### src/rtl/joy_port_bridge_pkg.sv
// Shared constants for the joypad front-end: button positions within a
// decoded report and the default report length.
package joy_port_bridge_pkg;

  localparam int BTN_A      = 0;
  localparam int BTN_B      = 1;
  localparam int BTN_SELECT = 2;
  localparam int BTN_START  = 3;
  localparam int BTN_UP     = 4;
  localparam int BTN_DOWN   = 5;
  localparam int BTN_LEFT   = 6;
  localparam int BTN_RIGHT  = 7;

  localparam int DEFAULT_REPORT_BITS = 8;

endpackage

### src/rtl/joy_pad_channel.sv
// One controller port: input synchroniser, glitch filter, data latch toward
// the NES core, and a snoop of the serial read that produces a button report.
module joy_pad_channel
  import joy_port_bridge_pkg::*;
#(
  parameter int SYNC_STAGES = 2,
  parameter int FILTER_LEN  = 3,
  parameter int REPORT_BITS = DEFAULT_REPORT_BITS,
  parameter bit INVERT      = 1'b1
) (
  input  logic                   clock,
  input  logic                   reset,
  input  logic                   strobe,
  input  logic                   pad_clock,
  input  logic                   pad_data,
  output logic                   nes_data,
  output logic [REPORT_BITS-1:0] report,
  output logic                   report_valid
);

  localparam int RUN_W = (FILTER_LEN > 1) ? $clog2(FILTER_LEN) : 1;
  localparam int CNT_W = $clog2(REPORT_BITS + 1);

  logic [SYNC_STAGES-1:0] sync_q, sync_d;
  logic                   filt_q, filt_d;
  logic [RUN_W-1:0]       run_q, run_d;
  logic                   clk_cur_q, clk_cur_d;
  logic                   clk_prev_q, clk_prev_d;
  logic                   held_q, held_d;
  logic [CNT_W-1:0]       cnt_q, cnt_d;
  logic [REPORT_BITS-1:0] vec_q, vec_d;
  logic [REPORT_BITS-1:0] report_q, report_d;
  logic                   valid_q, valid_d;
  logic                   sync_out;
  logic                   clk_fall;
  logic                   clk_rise;

  assign sync_out = sync_q[SYNC_STAGES-1];
  assign clk_fall = clk_prev_q & ~clk_cur_q;
  assign clk_rise = ~clk_prev_q & clk_cur_q;

  // Next-state for synchroniser, filter, latch and the report shifter.
  always_comb begin
    sync_d     = {sync_q[SYNC_STAGES-2:0], pad_data};
    filt_d     = filt_q;
    run_d      = '0;
    clk_cur_d  = pad_clock;
    clk_prev_d = clk_cur_q;
    held_d     = held_q;
    cnt_d      = cnt_q;
    vec_d      = vec_q;
    report_d   = report_q;
    valid_d    = 1'b0;

    if (sync_out != filt_q) begin
      if (run_q == RUN_W'(FILTER_LEN - 1)) begin
        filt_d = sync_out;
      end else begin
        run_d = run_q + RUN_W'(1);
      end
    end

    if (strobe || clk_fall) begin
      held_d = filt_q;
    end

    if (strobe) begin
      cnt_d = '0;
      vec_d = '0;
    end else if (clk_rise && (cnt_q < CNT_W'(REPORT_BITS))) begin
      for (int b = 0; b < REPORT_BITS; b++) begin
        if (cnt_q == CNT_W'(b)) begin
          vec_d[b] = ~held_q;
        end
      end
      cnt_d = cnt_q + CNT_W'(1);
      if (cnt_q == CNT_W'(REPORT_BITS - 1)) begin
        report_d = vec_d;
        valid_d  = 1'b1;
      end
    end
  end

  // State registers; idle pin level is high so everything released resets to 1.
  always_ff @(posedge clock) begin
    if (reset) begin
      sync_q     <= '1;
      filt_q     <= 1'b1;
      run_q      <= '0;
      clk_cur_q  <= 1'b0;
      clk_prev_q <= 1'b0;
      held_q     <= 1'b1;
      cnt_q      <= '0;
      vec_q      <= '0;
      report_q   <= '0;
      valid_q    <= 1'b0;
    end else begin
      sync_q     <= sync_d;
      filt_q     <= filt_d;
      run_q      <= run_d;
      clk_cur_q  <= clk_cur_d;
      clk_prev_q <= clk_prev_d;
      held_q     <= held_d;
      cnt_q      <= cnt_d;
      vec_q      <= vec_d;
      report_q   <= report_d;
      valid_q    <= valid_d;
    end
  end

  assign nes_data     = INVERT ? ~held_q : held_q;
  assign report       = report_q;
  assign report_valid = valid_q;

endmodule

### src/rtl/joy_port_bridge.sv
// Joypad front-end between the serial pad pins and the NES core. Registers
// the shared strobe once and fans it out to one channel per pad.
module joy_port_bridge
  import joy_port_bridge_pkg::*;
#(
  parameter int NUM_PADS    = 2,
  parameter int SYNC_STAGES = 2,
  parameter int FILTER_LEN  = 3,
  parameter int REPORT_BITS = DEFAULT_REPORT_BITS,
  parameter bit INVERT      = 1'b1
) (
  input  logic                            clock,
  input  logic                            reset,
  input  logic                            joy_strobe,
  input  logic [NUM_PADS-1:0]             joy_clock,
  input  logic [NUM_PADS-1:0]             joy_data,
  output logic [NUM_PADS-1:0]             nes_joy_data,
  output logic [NUM_PADS*REPORT_BITS-1:0] pad_state,
  output logic [NUM_PADS-1:0]             report_valid
);

  logic strobe_q, strobe_d;

  // Strobe is sampled once here so all pads see the same registered level.
  always_comb begin
    strobe_d = joy_strobe;
  end

  // Registered strobe, cleared by reset.
  always_ff @(posedge clock) begin
    if (reset) begin
      strobe_q <= 1'b0;
    end else begin
      strobe_q <= strobe_d;
    end
  end

  for (genvar i = 0; i < NUM_PADS; i++) begin : g_pad
    joy_pad_channel #(
      .SYNC_STAGES (SYNC_STAGES),
      .FILTER_LEN  (FILTER_LEN),
      .REPORT_BITS (REPORT_BITS),
      .INVERT      (INVERT)
    ) u_channel (
      .clock        (clock),
      .reset        (reset),
      .strobe       (strobe_q),
      .pad_clock    (joy_clock[i]),
      .pad_data     (joy_data[i]),
      .nes_data     (nes_joy_data[i]),
      .report       (pad_state[i*REPORT_BITS +: REPORT_BITS]),
      .report_valid (report_valid[i])
    );
  end

endmodule

### config.mk
export PLATFORM = sky130hd
export DESIGN_NAME = joy_port_bridge
export DESIGN_NICKNAME = d
export VERILOG_FILES = /design/src/rtl/joy_port_bridge_pkg.sv /design/src/rtl/joy_pad_channel.sv /design/src/rtl/joy_port_bridge.sv
export SDC_FILE = /design/constraint.sdc
export NUM_CORES = 1
export LEC_CHECK = 0
export ABC_AREA = 1
export BUFFER_PORTS_ARGS = -buffer_cell sky130_fd_sc_hd__buf_2
export CORE_ASPECT_RATIO = 1.5
export CORE_MARGIN = 2
export CORE_UTILIZATION = 44
export CTS_BUF_LIST = sky130_fd_sc_hd__clkbuf_4
export CTS_CLUSTER_SIZE = 30
export DETAILED_ROUTE_END_ITERATION = 10
export PLACE_DENSITY = 0.6
export SLEW_MARGIN = 10
export SYNTH_ARGS = -nofsm -noshare
export SYNTH_HDL_FRONTEND = slang
export SYNTH_SLANG_ARGS = --single-unit
### constraint.sdc
create_clock -name clock -period 1.7 [get_ports clock]
set_input_delay 0.34 -clock clock [delete_from_list [all_inputs] [get_ports clock]]
set_output_delay 0.34 -clock clock [all_outputs]
set_load 0.02 [all_outputs]
* Word-level counts from Yosys, hierarchy flattened
Index checks and enable logic that the tools add are counted.
** Storage, ports and cells
- Bits in registers :: 59
- Input bits :: 7
- Output and inout port bits :: 20
- Logic and storage cells :: 93
** Cells by class
- Add/subtract/negate cells :: 4
- $lt $le $gt $ge :: 2
- Eq/ne operators :: 18
- Multiplexer cells :: 18
- Bitwise operators :: 15
- Reductions and logical operators :: 15
** Operators by type and width (number)
- $eq A4 B3 Y1 const B :: 8
- $mux W1 :: 18
- $eq A4 B2 Y1 const B :: 4
- $reduce_or A3 Y1 :: 4
- $not A1 Y1 :: 11
- $add A4 B1 Y4 const B :: 2
- $eq A4 B1 Y1 const B :: 2
- $logic_not A4 Y1 :: 2
- $lt A4 B4 Y1 const B :: 2
- $reduce_and A3 Y1 :: 2
- $add A2 B1 Y2 const B :: 2
- $and A1 B1 Y1 :: 4
- $eq A2 B2 Y1 const B :: 2
- $reduce_and A2 Y1 :: 2
- $logic_and A1 B1 Y1 :: 2
- $logic_or A1 B1 Y1 :: 2
- $ne A1 B1 Y1 :: 2
- $reduce_or A2 Y1 :: 1

* Depth between registers and ports, before layout
- Word-level depth :: 5
- Depth in mapped cells :: 8
- Depth with buffers taken out :: 7

* By module
Synthesis repeated with hierarchy kept, for this count alone.
** Unflattened totals
- Cells, all modules :: 369
- Area total of the unflattened synthesis :: 2610.0 um2
** By module, submodules not included
- joy_pad_channel :: instances 2, cells each 183, area an instance 1290.0 um2, sequential area each 560.5 um2
- joy_port_bridge :: instances 1, cells each 3, area an instance 30.0 um2, sequential area each 20.0 um2

* Worst setup path before layout
No wires, ideal clock.
- Path kind :: register to register
- Start :: register g_pad[1].u_channel.cnt_q[0]
- End :: register g_pad[1].u_channel.report_q[4]
- Library setup time :: 0.113 ns
- Arrival :: 1.166 ns
- Data required time :: 1.587 ns
- Slack :: 0.422 ns
- Stages on the path, launching flop included :: 8
- Buffers on the path :: 1
- Period minus slack after synthesis :: 1.278 ns
- Path through :: dfxtp_1 ha_1 nand3_2 nor2_4 nand2_4 buf_6 nor2_1 nor2_1
** Between the ends
- Cells in the longest elaborated chain, start to end :: 3
- Elaborated cells on any way between the ends :: 6
- Classes of those cells :: order compare (1); eq/ne (2); mux (1); reduce/logical (2)
** RTL lines
- start: declaration :: RTL line joy_pad_channel.sv:30 : logic [CNT_W-1:0] cnt_q, cnt_d;
- start signal: assignment :: RTL line joy_pad_channel.sv:104 : cnt_q <= cnt_d;
- $lt A4 B4 Y1 :: RTL line joy_pad_channel.sv:70 : end else if (clk_rise && (cnt_q < CNT_W'(REPORT_BITS))) begin
- $logic_and A1 B1 Y1 :: RTL line joy_pad_channel.sv:70
- $reduce_and A3 Y1 (no line)
- end signal: assignment :: RTL line joy_pad_channel.sv:106 : report_q <= report_d;
- end: declaration :: RTL line joy_pad_channel.sv:32 : logic [REPORT_BITS-1:0] report_q, report_d;
Several ways; a longest one is shown, not always the timed one.
A chain may end at the register's enable or synchronous reset.

* Final worst setup path
- Start :: register g_pad[0].u_channel.held_q
- End :: output port nes_joy_data[0]
** Between the ends
- Cells in the longest elaborated chain, start to end :: 1
** RTL lines
- start: declaration :: RTL line joy_pad_channel.sv:29 : logic held_q, held_d;
- start signal: assignment :: RTL line joy_pad_channel.sv:103 : held_q <= held_d;
- $not A1 Y1 :: RTL line joy_pad_channel.sv:111 : assign nes_data = INVERT ? ~held_q : held_q;
- end: declaration :: RTL line joy_port_bridge.sv:17 : output logic [NUM_PADS-1:0] nes_joy_data,
No other way between the ends.

==> results list <==
* Outcome: finished clean
* Startpoint types: flop
* Worst IR Drop VDD: 0.396 mV
* Fin Clk Skew: 0.00769 ns
- Deepest level of the CTS H-tree: 3
- Area used by multi-input combinational logic: 0.00113 mm2
* Maximum clock rate: 634 MHz
- Post-DP HPWL: 3.64 mm
* Flip-flop and latch count after synthesis: 59
- The cell count after synthesis came out at 374.
- Crit path DAT: 1.24 ns
* Crit-path leading delay family: buffers and inverters
- The critical path goes through clkinvlp_4 -> buf_2.
- Min-delay worst type: input port to flop
- Synthesized cell area: 0.00264 mm2
- The share of the Yosys chip area taken by registers is 0.448.
* I/O pin total: 27
* Pwr Total: 2.43 mW
- Die boundary width: 67.2 um
- After layout, the minimum clock period comes to 1.58 ns.
- FF/Latch Area: 0.00118 mm2
- The area growth from synthesis to layout is 10.4%.
- Worst-case setup slack after placement: 0.322 ns
* Ratio of cells with drive above 1 in the final layout: 0.145
- Residual overflow from global routing: 0
- Pin count of the biggest net entering global routing: 19
- Highest-delay cell along the critical path: sky130_fd_sc_hd__dfxtp_1
- Number of iterations in the first detailed-routing pass: 4
* TritonCTS clock tree: done
* Kind of end point of the critical path: output pin
* Leading cell types in the layout, fill and taps excluded: sky130_fd_sc_hd__nand2_1, sky130_fd_sc_hd__nor2_1, sky130_fd_sc_hd__dfxtp_1
- The final-report hold violation count is 0.
- For the pin with the worst max-slew slack, the measured transition is 0.475 ns.
- At the end of routability-driven placement, the weighted congestion stood at 0.837.
- Vias in the first global route: 2101
- Wires add up to 5.10 mm.
* Post-Syn Area per Cell: 7.05 um2
* Post-DR vias/cell: 4.59
* Starting Density: 0.456
- Synthesis instantiated 25 different standard cells from the library.
- Relative max-transition margin: 0.682
* Overall die height: 98.8 um
* Remaining routing DRC violations: 0
- Buffer levels on the longest clock path: 2
* Fillcell total: 627
- Number of setup violations in the final report: 0
- Delay contributed by the slowest stage of the critical path: 0.41 ns
- The first global-routing pass estimated 9.21 mm of wire.
- Worst Path Class, Setup: flop to output pin
- The total area inside the core boundary comes to 0.00579 mm2.
- Routed wire length per instance: 10.6 um
* Initial antenna violation count: 0
- Final clock period utilization by the worst path: 0.928
- Clock-pin slew was measured on the worst setup and hold paths at 0.09 ns.
* Setup repair after global routing missed its margin: false
- For the worst-skew pair, the clock arrives at the later sink with an insertion delay of 0.40 ns.
- For this design the static power due to leakage is 1.50 nW.
* Global Route Usage Sum: 0.183
- Detailed routing inserted a total of 2202 vias.
- At the end of the flow, the number of nets in the layout was 421.
- Fraction of the core area covered by cells at the end of the flow: 0.503
- Smallest setup slack after layout: 0.122 ns
* Yosys synthesis warning count: 0
- Setup total negative slack: 0 ns
* Post-Syn Nets: 391
* Worst Path Required: 1.36 ns
- The die covers 0.00664 mm2.
- The library cell used most frequently in the layout, excluding fill and tap cells, is sky130_fd_sc_hd__nand2_1.
- The tree is rooted in a sky130_fd_sc_hd__clkbuf_4.
* Highest fanout seen on the critical path: 10
* Antenna violation net count after detailed routing: 0
- The repair_antennas step left the layout with diodes totalling 0.
- The detailed router finished its first iteration with 72 violations.
- The number of max-slew violations in the final report came to 0.
- Max-cap viol count: 0
- Power density over the cells: 834 mW/mm2
* CTS Hold Bufs: 0
* Count of port buffers added during placement: 26
* Total number of clock tree sinks: 59
- Counting both buffers and inverters, the worst setup path holds a total of 2.
- Clock buffers created by TritonCTS: 9
* Number of core rows: 34
routing by layer:
metal	GRT usage	share of wire	vias to the layer above
li1	-	-	1207
met1	0.204	0.43	955
met2	0.315	0.51	29
met3	0.0479	0.032	11
met4	0.0879	0.025	0
met5	0	0	-
metrics by stage:
| stage | std cells | instance area [um2] | hold slack [ns] |
|---|---|---|---|
| 3_3_place_gp | 465 | 2800 | 0.392 |
| 4_1_cts | 480 | 2900 | 0.0917 |
| 2_1_floorplan | 374 | 2640 | 0.389 |
| 5_1_grt | 480 | 2910 | 0.0966 |
| 3_5_place_dp | 465 | 2800 | 0.399 |
| 6_report | 480 | 2910 | 0.118 |
timing repair:
item,4_1_cts,5_1_grt
endpoints found under the setup margin,0,2
resized for setup,0,2
setup buffers,0,0
synth_stat cells:
cell type                  instances  area share
sky130_fd_sc_hd__nand2_1          90        0.13
sky130_fd_sc_hd__nor2_1           63       0.090
sky130_fd_sc_hd__dfxtp_1          59        0.45
sky130_fd_sc_hd__inv_1            57       0.081
sky130_fd_sc_hd__o21ai_0          25       0.047
sky130_fd_sc_hd__nand3_1          22       0.042
sky130_fd_sc_hd__a21oi_1          17       0.032
sky130_fd_sc_hd__ha_1             10       0.047
sky130_fd_sc_hd__buf_4             5       0.014
sky130_fd_sc_hd__or2_2             4      0.0095
sky130_fd_sc_hd__buf_2             3      0.0057
sky130_fd_sc_hd__buf_6             2      0.0085
sky130_fd_sc_hd__clkinv_1          2      0.0028
sky130_fd_sc_hd__inv_2             2      0.0028
sky130_fd_sc_hd__nand3_2           2      0.0076
sky130_fd_sc_hd__o211ai_1          2      0.0057
sky130_fd_sc_hd__a211oi_1          1      0.0028
sky130_fd_sc_hd__clkbuf_1          1      0.0014
sky130_fd_sc_hd__clkbuf_8          1      0.0052
sky130_fd_sc_hd__nand2_2           1      0.0024
sky130_fd_sc_hd__nand2_4           1      0.0043
sky130_fd_sc_hd__nand4_1           1      0.0024
sky130_fd_sc_hd__nor2_2            1      0.0024
sky130_fd_sc_hd__nor2_4            1      0.0043
sky130_fd_sc_hd__nor3_1            1      0.0019
worst paths after layout:
kind / from / end / slack, ns / cells past startpoint
max reg2reg: g_pad[0].u_channel.cnt_q[1]$_SDFFE_PP0P_ / g_pad[0].u_channel.report[4]$_SDFFE_PP0P_ / 0.33 / 6
min reg2reg: g_pad[0].u_channel.run_q[0]$_SDFF_PP0_ / g_pad[0].u_channel.run_q[0]$_SDFF_PP0_ / 0.41 / 1
min: joy_data[1] / g_pad[1].u_channel.sync_q[0]$_SDFF_PP1_ / 0.12 / 2
max: g_pad[0].u_channel.held_q$_SDFFE_PP1P_ / nes_joy_data[0] / 0.12 / 2
power by group:
| group | switching, mW | total [mW] | internal, mW |
|---|---|---|---|
| clock network | 0.485 | 0.799 | 0.314 |
| logic | 0.124 | 0.187 | 0.0635 |
| registers | 0.0226 | 1.44 | 1.42 |
| total | 0.631 | 2.43 | 1.80 |
kinds of logic after synthesis:
| kind of cell | synth area share |
|---|---|
| flops | 0.448 |
| fa+ha+maj | 0.0475 |
| simple gates | 0.294 |
| buf+inv | 0.122 |
| compound gates | 0.0883 |
state kept, by name, indices dropped and copies added, names as in the netlist:
signal / count
g_pad.u_channel.clk_prev_q: 2
g_pad.u_channel.run_q: 4
strobe_q: 1
g_pad.u_channel.report_valid: 2
g_pad.u_channel.held_q: 2
g_pad.u_channel.filt_q: 2
g_pad.u_channel.sync_q: 4
g_pad.u_channel.clk_cur_q: 2
g_pad.u_channel.vec_q: 16
g_pad.u_channel.report: 16
g_pad.u_channel.cnt_q: 8
layout make-up:
| class | count | area share |
|---|---|---|
| Sequential cell | 59 | 0.406 |
| Inverter | 61 | 0.0813 |
| Clock buffer | 11 | 0.0284 |
| Clock inverter | 4 | 0.00645 |
| Tap cell | 72 | 0.0310 |
| Multi-Input combinational cell | 242 | 0.390 |
| Timing Repair Buffer | 31 | 0.0576 |
Power figures use the tool's default switching activity.
